$ cat src/rtl/button_pkg.sv
`default_nettype none
// ============================================================================
// Module      : button_pkg
// Description : Shared definitions for the pushbutton conditioner. Provides
//               the per-channel FSM state type, the Basys3 button bit
//               positions, default timing constants and a small helper.
// Ports       : none (package)
// Revision    : 1.0 - initial release
// ============================================================================
package button_pkg;

    // Per-channel press/hold/auto-repeat state.
    typedef enum logic [1:0] {
        IDLE   = 2'd0,
        HOLD   = 2'd1,
        REPEAT = 2'd2
    } btn_state_t;

    // Bit positions of the Basys3 buttons in the NUM_BTN-wide vectors.
    localparam int BTN_C = 4;
    localparam int BTN_U = 3;
    localparam int BTN_L = 2;
    localparam int BTN_R = 1;
    localparam int BTN_D = 0;

    // Default timing at a 100 MHz clock.
    localparam int DEF_NUM_BTN         = 5;
    localparam int DEF_DEBOUNCE_CYCLES = 1_000_000;   // 10 ms
    localparam int DEF_HOLD_CYCLES     = 50_000_000;  // 500 ms
    localparam int DEF_REPEAT_CYCLES   = 25_000_000;  // 250 ms (4 Hz)

    function automatic int max_int(input int a, input int b);
        return (a > b) ? a : b;
    endfunction

endpackage
`default_nettype wire

$ cat src/rtl/button_channel.sv
`default_nettype none
// ============================================================================
// Module      : button_channel
// Description : One pushbutton channel: 2-flop synchronizer, counter-based
//               debouncer and an IDLE/HOLD/REPEAT state machine producing
//               press, release and hold-to-auto-repeat pulses.
// Ports       : clk           - system clock
//               rst_n         - asynchronous active-low reset
//               raw           - raw asynchronous button level (active-high)
//               level         - debounced level (registered)
//               press         - one-cycle pulse on accepted press
//               release_pulse - one-cycle pulse on accepted release
//               repeat_pulse  - pulse on press, then auto-repeat while held
// Revision    : 1.0 - initial release
// ============================================================================
module button_channel
    import button_pkg::*;
#(
    parameter int DEBOUNCE_CYCLES = DEF_DEBOUNCE_CYCLES,  // must be >= 2
    parameter int HOLD_CYCLES     = DEF_HOLD_CYCLES,      // must be >= 2
    parameter int REPEAT_CYCLES   = DEF_REPEAT_CYCLES     // must be >= 2
) (
    input  logic clk,
    input  logic rst_n,
    input  logic raw,
    output logic level,
    output logic press,
    output logic release_pulse,
    output logic repeat_pulse
);

    localparam int DB_W = $clog2(DEBOUNCE_CYCLES);
    // One counter serves both HOLD and REPEAT, so it is sized for the larger.
    localparam int HR_W = max_int($clog2(HOLD_CYCLES), $clog2(REPEAT_CYCLES));

    localparam logic [DB_W-1:0] DB_LAST     = DB_W'(DEBOUNCE_CYCLES - 1);
    localparam logic [HR_W-1:0] HOLD_LAST   = HR_W'(HOLD_CYCLES - 1);
    localparam logic [HR_W-1:0] REPEAT_LAST = HR_W'(REPEAT_CYCLES - 1);

    // ------------------------------------------------------------------
    // Synchronizer
    // ------------------------------------------------------------------
    logic s1;
    logic s2;

    always_ff @(posedge clk or negedge rst_n) begin
        if (!rst_n) begin
            s1 <= 1'b0;
            s2 <= 1'b0;
        end else begin
            s1 <= raw;
            s2 <= s1;
        end
    end

    // ------------------------------------------------------------------
    // Debouncer: accept a new level only after it has differed from the
    // current debounced level for DEBOUNCE_CYCLES consecutive cycles.
    // Agreement is tested first, so a bounce back in the terminal cycle
    // still cancels the change.
    // ------------------------------------------------------------------
    logic [DB_W-1:0] db_cnt;

    always_ff @(posedge clk or negedge rst_n) begin
        if (!rst_n) begin
            db_cnt <= '0;
            level  <= 1'b0;
        end else if (s2 == level) begin
            db_cnt <= '0;
        end else if (db_cnt == DB_LAST) begin
            db_cnt <= '0;
            level  <= s2;
        end else begin
            db_cnt <= db_cnt + DB_W'(1);
        end
    end

    // ------------------------------------------------------------------
    // Press / hold / auto-repeat FSM
    // ------------------------------------------------------------------
    btn_state_t      state;
    btn_state_t      state_nxt;
    logic [HR_W-1:0] hr_cnt;
    logic [HR_W-1:0] hr_cnt_nxt;
    logic            press_nxt;
    logic            release_nxt;
    logic            repeat_nxt;

    always_ff @(posedge clk or negedge rst_n) begin
        if (!rst_n) begin
            state         <= IDLE;
            hr_cnt        <= '0;
            press         <= 1'b0;
            release_pulse <= 1'b0;
            repeat_pulse  <= 1'b0;
        end else begin
            state         <= state_nxt;
            hr_cnt        <= hr_cnt_nxt;
            press         <= press_nxt;
            release_pulse <= release_nxt;
            repeat_pulse  <= repeat_nxt;
        end
    end

    always_comb begin
        state_nxt   = state;
        hr_cnt_nxt  = hr_cnt;
        press_nxt   = 1'b0;
        release_nxt = 1'b0;
        repeat_nxt  = 1'b0;

        case (state)
            IDLE: begin
                if (level) begin
                    state_nxt  = HOLD;
                    hr_cnt_nxt = '0;
                    press_nxt  = 1'b1;
                    repeat_nxt = 1'b1;
                end
            end

            HOLD: begin
                // Release takes precedence over a terminal count.
                if (!level) begin
                    state_nxt   = IDLE;
                    hr_cnt_nxt  = '0;
                    release_nxt = 1'b1;
                end else if (hr_cnt == HOLD_LAST) begin
                    state_nxt  = REPEAT;
                    hr_cnt_nxt = '0;
                    repeat_nxt = 1'b1;
                end else begin
                    hr_cnt_nxt = hr_cnt + HR_W'(1);
                end
            end

            REPEAT: begin
                if (!level) begin
                    state_nxt   = IDLE;
                    hr_cnt_nxt  = '0;
                    release_nxt = 1'b1;
                end else if (hr_cnt == REPEAT_LAST) begin
                    hr_cnt_nxt = '0;
                    repeat_nxt = 1'b1;
                end else begin
                    hr_cnt_nxt = hr_cnt + HR_W'(1);
                end
            end

            default: begin
                state_nxt  = IDLE;
                hr_cnt_nxt = '0;
            end
        endcase
    end

endmodule
`default_nettype wire

$ cat src/rtl/button_conditioner.sv
`default_nettype none
// ============================================================================
// Module      : button_conditioner
// Description : Conditions the Basys3 pushbuttons {C,U,L,R,D} = [4:0].
//               Each bit gets an independent synchronizer, debouncer and
//               press/hold/auto-repeat state machine.
// Ports       : clk         - 100 MHz system clock
//               rst_n       - asynchronous active-low reset
//               btn_raw     - raw pushbutton levels (active-high)
//               btn_level   - debounced levels
//               btn_press   - one-cycle pulse per accepted press
//               btn_release - one-cycle pulse per accepted release
//               btn_repeat  - pulse on press, then auto-repeat while held
// Revision    : 1.0 - initial release
// ============================================================================
module button_conditioner
    import button_pkg::*;
#(
    parameter int NUM_BTN         = DEF_NUM_BTN,
    parameter int DEBOUNCE_CYCLES = DEF_DEBOUNCE_CYCLES,
    parameter int HOLD_CYCLES     = DEF_HOLD_CYCLES,
    parameter int REPEAT_CYCLES   = DEF_REPEAT_CYCLES
) (
    input  logic               clk,
    input  logic               rst_n,
    input  logic [NUM_BTN-1:0] btn_raw,
    output logic [NUM_BTN-1:0] btn_level,
    output logic [NUM_BTN-1:0] btn_press,
    output logic [NUM_BTN-1:0] btn_release,
    output logic [NUM_BTN-1:0] btn_repeat
);

    for (genvar i = 0; i < NUM_BTN; i++) begin : g_chan
        button_channel #(
            .DEBOUNCE_CYCLES (DEBOUNCE_CYCLES),
            .HOLD_CYCLES     (HOLD_CYCLES),
            .REPEAT_CYCLES   (REPEAT_CYCLES)
        ) u_chan (
            .clk           (clk),
            .rst_n         (rst_n),
            .raw           (btn_raw[i]),
            .level         (btn_level[i]),
            .press         (btn_press[i]),
            .release_pulse (btn_release[i]),
            .repeat_pulse  (btn_repeat[i])
        );
    end

endmodule
`default_nettype wire

$ cat config.mk
export PLATFORM = sky130hd
export DESIGN_NAME = button_conditioner
export DESIGN_NICKNAME = d
export VERILOG_FILES = /design/src/rtl/button_pkg.sv /design/src/rtl/button_channel.sv /design/src/rtl/button_conditioner.sv
export SDC_FILE = /design/constraint.sdc
export NUM_CORES = 1
export LEC_CHECK = 0
export BUFFER_PORTS_ARGS = -buffer_cell sky130_fd_sc_hd__buf_2
export CORE_MARGIN = 2
export CORE_UTILIZATION = 60
export CTS_CLUSTER_SIZE = 24
export DETAILED_ROUTE_END_ITERATION = 7
export GPL_TIMING_DRIVEN = 1
export PLACE_DENSITY = 0.77
export SLEW_MARGIN = 25
export SYNTH_ARGS = -nofsm -noshare
export SYNTH_HDL_FRONTEND = slang
export SYNTH_SLANG_ARGS = --single-unit
$ cat constraint.sdc
create_clock -name clk -period 4.6 [get_ports clk]
set_input_delay 0.23 -clock clk [delete_from_list [all_inputs] [get_ports clk]]
set_output_delay 0.23 -clock clk [all_outputs]
set_load 0.01 [all_outputs]
==> run_summary.xml, run 1 <==
<?xml version="1.0" encoding="UTF-8"?>
<metrics>
  <group name="timing">
    <metric name="finalSetupTns" unit="ps">0</metric>
    <metric name="final-setup-viol-count" unit="">0</metric>
    <metric name="timing.final.max_slew_violations" unit="">0</metric>
    <metric name="clock_skew" unit="ps">13.2</metric>
    <metric name="tcrit_tclk_final" unit="">0.654</metric>
    <metric name="hold_viol" unit="">0</metric>
    <metric name="worst_slew_pin_slew" unit="ps">1070</metric>
    <metric name="slew_headroom" unit="">0.287</metric>
    <metric name="max_freq" unit="GHz">0.332</metric>
    <metric name="final.min_clock_period" unit="ps">3010</metric>
    <metric name="rsz0062_at_grt" unit="">false</metric>
    <metric name="hold_ws" unit="ps">278</metric>
  </group>
  <group name="route">
    <metric name="drt-total-wl" unit="mm">35.0</metric>
    <metric name="postRouteAntennaNets" unit="">0</metric>
    <metric name="detailroute.via_count" unit="">13512</metric>
    <metric name="drt_iter0_drc" unit="">1232</metric>
    <metric name="route.detailed.drc" unit="">0</metric>
    <metric name="drt-wirelength-per-cell" unit="um">16.2</metric>
    <metric name="avgViaCountPerCell" unit="">6.27</metric>
    <metric name="dr.pass1.iters" unit="">5</metric>
  </group>
  <group name="setup_path">
    <metric name="required" unit="ps">5020</metric>
    <metric name="cp.arrival" unit="ps">3420</metric>
    <metric name="slowest_stage" unit="">sky130_fd_sc_hd__or4_1</metric>
    <metric name="r2r_slack" unit="ps">1590</metric>
    <metric name="r2r_end" unit="">g_chan[1].u_chan.hr_cnt[23]</metric>
    <metric name="regToRegStartpoint" unit="">g_chan[1].u_chan.hr_cnt[8]</metric>
    <metric name="slowest_delay" unit="ps">580</metric>
    <metric name="criticalPathCategory" unit="">flip-flop to flip-flop</metric>
    <metric name="worstSetupStartpointType" unit="">flip-flop</metric>
    <metric name="timing.critical_path.fanout_max" unit="">28</metric>
    <metric name="crit_path_start" unit="">g_chan[1].u_chan.hr_cnt[8]</metric>
    <metric name="ff2ff_path_depth" unit="">5</metric>
    <metric name="critical_path.endpoint_type" unit="">flip-flop</metric>
    <metric name="critical_path_cell_by_cell" unit="">or4b_1 &gt; or4_1 &gt; o21a_1 &gt; o21ai_2 &gt; o311ai_0</metric>
  </group>
  <group name="power_and_ir_drop">
    <metric name="ir_drop" unit="uV">292</metric>
    <metric name="power-per-cell-area" unit="nW/um^2">282</metric>
    <metric name="power.static_leakage" unit="uW">0.00700</metric>
  </group>
  <group name="synth">
    <metric name="synthesis_stage_register_bit_count" unit="">270</metric>
    <metric name="syn-instance-count" unit="">1849</metric>
    <metric name="synth_edf_count" unit="">0</metric>
    <metric name="synth-warning-count" unit="">0</metric>
    <metric name="synth_sequential_area_ratio" unit="">0.423</metric>
    <metric name="netlist-cell-type-count" unit="">63</metric>
    <metric name="post_synth_instance_area" unit="um^2">16000</metric>
    <metric name="syn_nets" unit="">1886</metric>
    <metric name="synth_ff_type" unit="">sky130_fd_sc_hd__dfrtp_1</metric>
    <metric name="share_of_flip_flops_with_an_asynchronous_set_or_reset" unit="">1.00</metric>
    <metric name="synthesis.area_per_instance" unit="um^2">8.65</metric>
  </group>
  <group name="placement">
    <metric name="gpl.final_weighted_congestion" unit="">0.925</metric>
    <metric name="hpwl" unit="mm">22.9</metric>
    <metric name="place.port_buffers" unit="">26</metric>
    <metric name="dpl_cell_area" unit="um^2">16100</metric>
  </group>
  <group name="cts">
    <metric name="clkTransAtPathRegs" unit="ps">70</metric>
    <metric name="clkSinkCount" unit="">270</metric>
    <metric name="htree_levels" unit="">1</metric>
    <metric name="cts_max_path_buffers" unit="">3</metric>
    <metric name="cts.root.buffer_cell" unit="">sky130_fd_sc_hd__clkbuf_16</metric>
    <metric name="clock_buffer_count_from_cts" unit="">30</metric>
    <metric name="cts.repair_timing.setup_buffer_count" unit="">0</metric>
    <metric name="total_of_hold_buffers_inserted_after_clock_tree_synthesis" unit="">6</metric>
    <metric name="tritoncts" unit="">done</metric>
    <metric name="worstSkewPairLatency" unit="ps">550</metric>
    <metric name="post_cts.resized_instances" unit="">0</metric>
  </group>
  <group name="global_route">
    <metric name="wire_length_of_the_first_global_routing_pass" unit="mm">60.8</metric>
    <metric name="global_route.overflow_total" unit="">0</metric>
    <metric name="grt_antenna_before_repair" unit="">0</metric>
    <metric name="grt_start_max_net_pins" unit="">110</metric>
    <metric name="grt.total_usage" unit="">0.251</metric>
    <metric name="first_global_vias" unit="">12811</metric>
  </group>
  <group name="final_layout">
    <metric name="final_core_util" unit="">0.655</metric>
    <metric name="area_growth" unit="%">7.09</metric>
    <metric name="antenna_cells_inserted" unit="">0</metric>
    <metric name="finalNetCount" unit="">1839</metric>
    <metric name="post-route-cell-area" unit="um^2">17100</metric>
    <metric name="layout_cell_share_with_drive_strength_beyond_1" unit="">0.0665</metric>
  </group>
  <group name="worst_hold_path">
    <metric name="hold_path_class" unit="">input pin to asynchronous set/reset pin</metric>
  </group>
  <group name="run">
    <metric name="drv_cap" unit="">0</metric>
  </group>
  <group name="floorplan">
    <metric name="die_height" unit="um">167</metric>
    <metric name="core" unit="um^2">26100</metric>
    <metric name="fp.dieW" unit="um">167</metric>
    <metric name="initial_core_util" unit="">0.612</metric>
    <metric name="floorplan.io_pins" unit="">27</metric>
    <metric name="row_cnt" unit="">59</metric>
    <metric name="fp.dieArea" unit="um^2">28000</metric>
  </group>
  <group name="status">
    <metric name="outcome" unit="">completed</metric>
  </group>
</metrics>
==> worst max-delay path by stage <==
| stage | end | slack (ps) | cells after the start |
|---|---|---|---|
| after floorplan | g_chan[4].u_chan.hr_cnt[24] | 2100 | 7 |
| after global placement | g_chan[3].u_chan.hr_cnt[19] | 1630 | 5 |
| after detailed placement | g_chan[3].u_chan.hr_cnt[19] | 1600 | 5 |
| after CTS | g_chan[3].u_chan.hr_cnt[19] | 1600 | 5 |
| after global routing | g_chan[1].u_chan.hr_cnt[23] | 1460 | 5 |
| final | g_chan[1].u_chan.hr_cnt[23] | 1590 | 5 |
==> cell families (layout without fill, tap and decap cells) <==
kind of cell	count (synthesis)	in the layout	share of synthesized area
compound gates	314	314	0.153
xor+xnor	95	95	0.0520
fa+ha+maj	30	30	0.0235
buf+inv	219	190	0.0574
flops	270	270	0.423
mux	5	5	0.00352
simple gates	916	916	0.287
==> state kept, by name, indices dropped and copies added, names as in the netlist <==
signal                       flops
g_chan.u_chan.hr_cnt           130
g_chan.u_chan.db_cnt           100
g_chan.u_chan.state             10
g_chan.u_chan.level              5
g_chan.u_chan.press              5
g_chan.u_chan.release_pulse      5
g_chan.u_chan.repeat_pulse       5
g_chan.u_chan.s1                 5
g_chan.u_chan.s2                 5
==> metrics by stage <==
| stage | instances | setup slack (ps) | total power, uW |
|---|---|---|---|
| after global routing | 2155 | 1460 | 5000 |
| after global placement | 2099 | 1630 | 2540 |
| final | 2155 | 1590 | 4820 |
| after detailed placement | 2099 | 1600 | 2540 |
| after floorplan | 1849 | 2100 | 2470 |
| after CTS | 2155 | 1600 | 4880 |
==> layout make-up <==
type	count	area, um^2
fill	2116	9010
clock inverter	11	114
clock buffer	39	826
inverter	89	334
multi-input combinational	1360	8330
sequential	270	6760
timing repair buffer	51	343
tap	335	419
==> worst max-delay path: cells and delay by family (launching register included) <==
| family | cells | cell delay, ps |
|---|---|---|
| AO/OA/AOI/OAI | 3 | 1290 |
| AND/OR/NAND/NOR | 2 | 1140 |
| flip-flops | 1 | 430 |
==> placed cells by master (no fill, tap or decap), types with 14 or more instances in the layout <==
cell	synthesis	final
sky130_fd_sc_hd__buf_4	20	19
sky130_fd_sc_hd__nor2b_1	27	26
sky130_fd_sc_hd__xnor2_1	65	65
sky130_fd_sc_hd__buf_2	5	25
sky130_fd_sc_hd__nand3_1	106	106
sky130_fd_sc_hd__and4_1	15	15
sky130_fd_sc_hd__nand4_1	43	43
sky130_fd_sc_hd__nand2_1	249	249
sky130_fd_sc_hd__a22oi_1	23	23
sky130_fd_sc_hd__xor2_1	30	30
sky130_fd_sc_hd__o211ai_1	59	59
sky130_fd_sc_hd__o221ai_1	67	67
sky130_fd_sc_hd__o21a_1	15	14
sky130_fd_sc_hd__clkbuf_16	0	31
sky130_fd_sc_hd__inv_1	89	89
sky130_fd_sc_hd__nor4_1	56	55
sky130_fd_sc_hd__o21ai_0	33	33
sky130_fd_sc_hd__and3_1	34	34
sky130_fd_sc_hd__ha_1	30	30
sky130_fd_sc_hd__nor3_1	53	53
sky130_fd_sc_hd__nor2_1	193	193
sky130_fd_sc_hd__o2111ai_1	40	40
sky130_fd_sc_hd__or2_2	17	17
sky130_fd_sc_hd__dfrtp_1	270	270
sky130_fd_sc_hd__or4_1	23	23
sky130_fd_sc_hd__and2_1	46	46
==> where the power goes <==
part	switching, uW	internal, uW	total [uW]
registers	12.5	2390	2400
logic	71.5	21.2	92.7
clock network	962	1360	2330
total	1050	3780	4820
==> per-layer routing <==
layer	share of wire	vias up	global-route usage
met4	0.018	0	0.0673
met3	0.051	54	0.0288
met2	0.47	349	0.410
li1	-	6582	-
met1	0.46	6527	0.360
met5	0	-	0
==> cells in the mapped netlist (all sizes together), types with 3 or more instances <==
| cell type | instances | share of area |
|---|---|---|
| dfrtp | 270 | 0.42 |
| nand2 | 249 | 0.058 |
| nor2 | 193 | 0.045 |
| nand3 | 106 | 0.033 |
| clkbuf | 94 | 0.022 |
| inv | 89 | 0.021 |
| o221ai | 67 | 0.037 |
| xnor2 | 65 | 0.036 |
| o211ai | 59 | 0.028 |
| nor4 | 56 | 0.022 |
| nor3 | 53 | 0.017 |
| and2 | 46 | 0.018 |
| nand4 | 43 | 0.017 |
| o2111ai | 40 | 0.022 |
| o21ai | 37 | 0.012 |
| buf | 36 | 0.014 |
| and3 | 34 | 0.013 |
| ha | 30 | 0.023 |
| xor2 | 30 | 0.016 |
| nor2b | 27 | 0.011 |
| a22oi | 23 | 0.011 |
| or4 | 23 | 0.011 |
| or2 | 17 | 0.0067 |
| and4 | 15 | 0.0082 |
| o21a | 15 | 0.0070 |
| o31a | 12 | 0.0066 |
| or3 | 11 | 0.0043 |
| a21oi | 9 | 0.0028 |
| a31oi | 8 | 0.0031 |
| nor3b | 8 | 0.0038 |
| nor4bb | 8 | 0.0050 |
| nor4b | 7 | 0.0038 |
| a211o | 6 | 0.0033 |
| nand2b | 6 | 0.0023 |
| o311ai | 6 | 0.0033 |
| a21boi | 5 | 0.0023 |
| a22o | 5 | 0.0027 |
| mux2 | 5 | 0.0035 |
| a21o | 4 | 0.0019 |
| and4b | 4 | 0.0025 |
| or4b | 4 | 0.0025 |
| o2111a | 3 | 0.0021 |
| o41ai | 3 | 0.0021 |
(Power assumes the default switching activity.)
==> run 2, diff against run 1 <==
ABC_AREA = 1   (was default)
CORE_UTILIZATION = 58   (was 60)
clock period = 2.6 ns   (was 4.6 ns; I/O delays follow)
==> run 2 against run 1 <==
Net effect: critical path depth up 3; register-to-register slack lost 1000 ps; largest cell class unchanged; utilization shrank 2.0 points.
==> run_summary.xml, run 2 <==
<?xml version="1.0" encoding="UTF-8"?>
<metrics>
  <group name="status">
    <metric name="outcome" unit="">completed</metric>
  </group>
  <group name="global_route">
    <metric name="grt_antenna_before_repair" unit="">1</metric>
    <metric name="grt_start_max_net_pins" unit="">93</metric>
    <metric name="grt.total_usage" unit="">0.247</metric>
    <metric name="wire_length_of_the_first_global_routing_pass" unit="mm">64.2</metric>
    <metric name="first_global_vias" unit="">14126</metric>
    <metric name="global_route.overflow_total" unit="">0</metric>
  </group>
  <group name="final_layout">
    <metric name="final_common_cell" unit="">sky130_fd_sc_hd__nand2_1</metric>
    <metric name="fillerInstances" unit="">2637</metric>
    <metric name="footprint_of_the_multi_input_gates" unit="um^2">8540</metric>
    <metric name="largest_register_ff_count" unit="">130</metric>
    <metric name="finalNetCount" unit="">2492</metric>
    <metric name="area_growth" unit="%">8.20</metric>
    <metric name="seq_area" unit="um^2">6760</metric>
    <metric name="antenna_cells_inserted" unit="">0</metric>
    <metric name="layout_cell_share_with_drive_strength_beyond_1" unit="">0.0691</metric>
    <metric name="top_register" unit="">g_chan.u_chan.hr_cnt</metric>
    <metric name="biggestRegsByFlops" unit="">g_chan.u_chan.hr_cnt (130), g_chan.u_chan.db_cnt (100), g_chan.u_chan.state (10)</metric>
    <metric name="layout.cells.most_common_list" unit="">793 x sky130_fd_sc_hd__nand2_1, 411 x sky130_fd_sc_hd__nor2_1, 278 x sky130_fd_sc_hd__inv_1</metric>
  </group>
  <group name="cts">
    <metric name="clock_buffer_count_from_cts" unit="">30</metric>
    <metric name="cts.root.buffer_cell" unit="">sky130_fd_sc_hd__clkbuf_16</metric>
    <metric name="clkTransAtPathRegs" unit="ps">60</metric>
    <metric name="tritoncts" unit="">done</metric>
    <metric name="worstSkewPairLatency" unit="ps">560</metric>
    <metric name="cts_max_path_buffers" unit="">3</metric>
    <metric name="post_cts.resized_instances" unit="">0</metric>
    <metric name="htree_levels" unit="">1</metric>
    <metric name="clkSinkCount" unit="">270</metric>
  </group>
  <group name="timing">
    <metric name="tcrit_tclk_final" unit="">0.783</metric>
    <metric name="worst_slew_pin_slew" unit="ps">755</metric>
    <metric name="clock_skew" unit="ps">12.9</metric>
    <metric name="finalSetupTns" unit="ps">0</metric>
    <metric name="rsz0062_at_grt" unit="">false</metric>
    <metric name="slew_headroom" unit="">0.496</metric>
    <metric name="final.min_clock_period" unit="ps">2040</metric>
    <metric name="timing.final.max_slew_violations" unit="">0</metric>
    <metric name="max_freq" unit="GHz">0.491</metric>
    <metric name="hold_viol" unit="">0</metric>
    <metric name="final-setup-viol-count" unit="">0</metric>
  </group>
  <group name="route">
    <metric name="drt-wirelength-per-cell" unit="um">12.9</metric>
    <metric name="drt-total-wl" unit="mm">36.9</metric>
    <metric name="avgViaCountPerCell" unit="">5.17</metric>
    <metric name="route.detailed.drc" unit="">0</metric>
    <metric name="dr.pass1.iters" unit="">6</metric>
    <metric name="detailroute.via_count" unit="">14784</metric>
    <metric name="drt_iter0_drc" unit="">1117</metric>
    <metric name="postRouteAntennaNets" unit="">0</metric>
  </group>
  <group name="setup_path">
    <metric name="ff2ff_path_depth" unit="">8</metric>
    <metric name="r2r_slack" unit="ps">560</metric>
    <metric name="criticalPathCategory" unit="">flip-flop to flip-flop</metric>
    <metric name="critical_path_cell_by_cell" unit="">inv_1 &gt; ha_1 &gt; inv_1 &gt; nor2_2 &gt; inv_2 &gt; nor3_1 &gt; nand2_1 &gt; nand2_1</metric>
    <metric name="critical_path.endpoint_type" unit="">flip-flop</metric>
    <metric name="required" unit="ps">3090</metric>
    <metric name="slowest_delay" unit="ps">410</metric>
    <metric name="cp.arrival" unit="ps">2530</metric>
    <metric name="slowest_stage" unit="">sky130_fd_sc_hd__dfrtp_1</metric>
    <metric name="timing.critical_path.fanout_max" unit="">16</metric>
    <metric name="worstSetupStartpointType" unit="">flip-flop</metric>
    <metric name="r2r_end" unit="">g_chan[1].u_chan.hr_cnt[8]</metric>
    <metric name="regToRegStartpoint" unit="">g_chan[1].u_chan.state[1]</metric>
  </group>
  <group name="floorplan">
    <metric name="die_height" unit="um">174</metric>
    <metric name="fp.dieW" unit="um">174</metric>
    <metric name="floorplan.io_pins" unit="">27</metric>
    <metric name="fp.dieArea" unit="um^2">30300</metric>
    <metric name="core" unit="um^2">28500</metric>
    <metric name="row_cnt" unit="">62</metric>
    <metric name="initial_core_util" unit="">0.587</metric>
  </group>
  <group name="synth">
    <metric name="netlist-cell-type-count" unit="">42</metric>
    <metric name="post_synth_instance_area" unit="um^2">16800</metric>
    <metric name="share_of_flip_flops_with_an_asynchronous_set_or_reset" unit="">1.00</metric>
    <metric name="synth.cells.most_frequent" unit="">793 x sky130_fd_sc_hd__nand2_1, 411 x sky130_fd_sc_hd__nor2_1, 278 x sky130_fd_sc_hd__inv_1</metric>
    <metric name="synthesis.area_per_instance" unit="um^2">6.88</metric>
    <metric name="synth_sequential_area_ratio" unit="">0.403</metric>
    <metric name="synthesis_stage_register_bit_count" unit="">270</metric>
    <metric name="yosys.area.top_type_share" unit="">0.403</metric>
    <metric name="cell_accounting_for_the_most_synthesized_area" unit="">sky130_fd_sc_hd__dfrtp_1</metric>
    <metric name="synth_ff_type" unit="">sky130_fd_sc_hd__dfrtp_1</metric>
    <metric name="ys_top_cells_by_area" unit="">sky130_fd_sc_hd__dfrtp_1 40%, sky130_fd_sc_hd__nand2_1 18%, sky130_fd_sc_hd__nor2_1 9.2%</metric>
    <metric name="syn-instance-count" unit="">2438</metric>
    <metric name="synth_edf_count" unit="">0</metric>
    <metric name="synth-warning-count" unit="">0</metric>
    <metric name="syn_nets" unit="">2475</metric>
    <metric name="synth_most_common_cell" unit="">sky130_fd_sc_hd__nand2_1</metric>
  </group>
  <group name="placement">
    <metric name="gpl.final_weighted_congestion" unit="">0.950</metric>
    <metric name="hpwl" unit="mm">26.6</metric>
    <metric name="place.port_buffers" unit="">26</metric>
  </group>
  <group name="power_and_ir_drop">
    <metric name="power.static_leakage" unit="uW">0.00867</metric>
    <metric name="power-per-cell-area" unit="nW/um^2">471</metric>
    <metric name="ir_drop" unit="uV">493</metric>
    <metric name="totalPowerFinal" unit="uW">8550</metric>
  </group>
  <group name="run">
    <metric name="drv_cap" unit="">0</metric>
  </group>
  <group name="worst_hold_path">
    <metric name="hold_path_class" unit="">input pin to asynchronous set/reset pin</metric>
  </group>
</metrics>
## run 2: changes by cell type after synthesis, sizes merged, moves of 58 or more
cell	change
a21oi	+58
clkbuf	-81
inv	+196
nand2	+564
nand3	+101
nor2	+248
o211ai	-59
o221ai	-67
## run 2: area by class of cell
type	instances	area share
Timing Repair Buffer	44	0.0181
Sequential cell	270	0.372
Clock inverter	12	0.00566
Inverter	286	0.0592
Clock buffer	40	0.0474
Tap cell	384	0.0265
Multi-Input combinational cell	1823	0.471
## run 2: routing by layer
layer,part of all wire,wire [um],up-vias,track usage
met5,0.00027,10,-,0
met4,0.022,822,2,0.0693
met3,0.046,1710,57,0.0287
met2,0.46,17000,310,0.413
met1,0.47,17400,6799,0.342
li1,-,-,7616,-
## run 2: critical path: cells and delay by family, from the launching register on
kind | cells | cell delay [ps]
and+or+nand+nor | 4 | 810
buffers and inverters | 3 | 420
DFF | 1 | 410
adders and majority gates | 1 | 340
## run 2: how the worst max path moves through the flow
stage,start,to,slack (ps),depth (start not counted)
finish,g_chan[1].u_chan.state[1],g_chan[1].u_chan.hr_cnt[8],560,8
global route,g_chan[2].u_chan.hr_cnt[0],g_chan[2].u_chan.hr_cnt[9],380,10
CTS,g_chan[1].u_chan.state[1],g_chan[1].u_chan.hr_cnt[8],570,8
detailed placement,g_chan[1].u_chan.state[0],g_chan[1].u_chan.hr_cnt[8],600,8
global placement,g_chan[1].u_chan.state[0],g_chan[1].u_chan.hr_cnt[8],740,8
floorplan,g_chan[1].u_chan.state[0],g_chan[1].u_chan.hr_cnt[10],970,9
## run 2: stage by stage
stage          utilization  worst slack [ps]  std cells  hold WS, ps  area, um^2
3_5_place_dp         0.600               596       2801          192       17100
5_1_grt              0.636               379       2859          222       18100
4_1_cts              0.636               566       2859          201       18100
2_1_floorplan            -               971       2438         -166       16800
6_report             0.636               564       2859          183       18100
3_3_place_gp         0.600               737       2801          188       17100
## run 2: power breakdown
| group | internal [uW] | switching, uW |
|---|---|---|
| combinational | 47.7 | 134 |
| clock | 2410 | 1710 |
| sequential | 4230 | 21.1 |
| total | 6680 | 1870 |
## run 2: logic make-up after synthesis
logic type	count (synthesis)	synth area share
compound gates	134	0.0422
buf+inv	345	0.0877
fa+ha+maj	30	0.0224
simple gates	1578	0.402
flops	270	0.403
xor+xnor	81	0.0423
## run 2: timing repair
action / in CTS / in global routing
hold buffers: 6 / 0
setup buffers: 0 / 0
endpoints found under the hold margin: 92 / 0
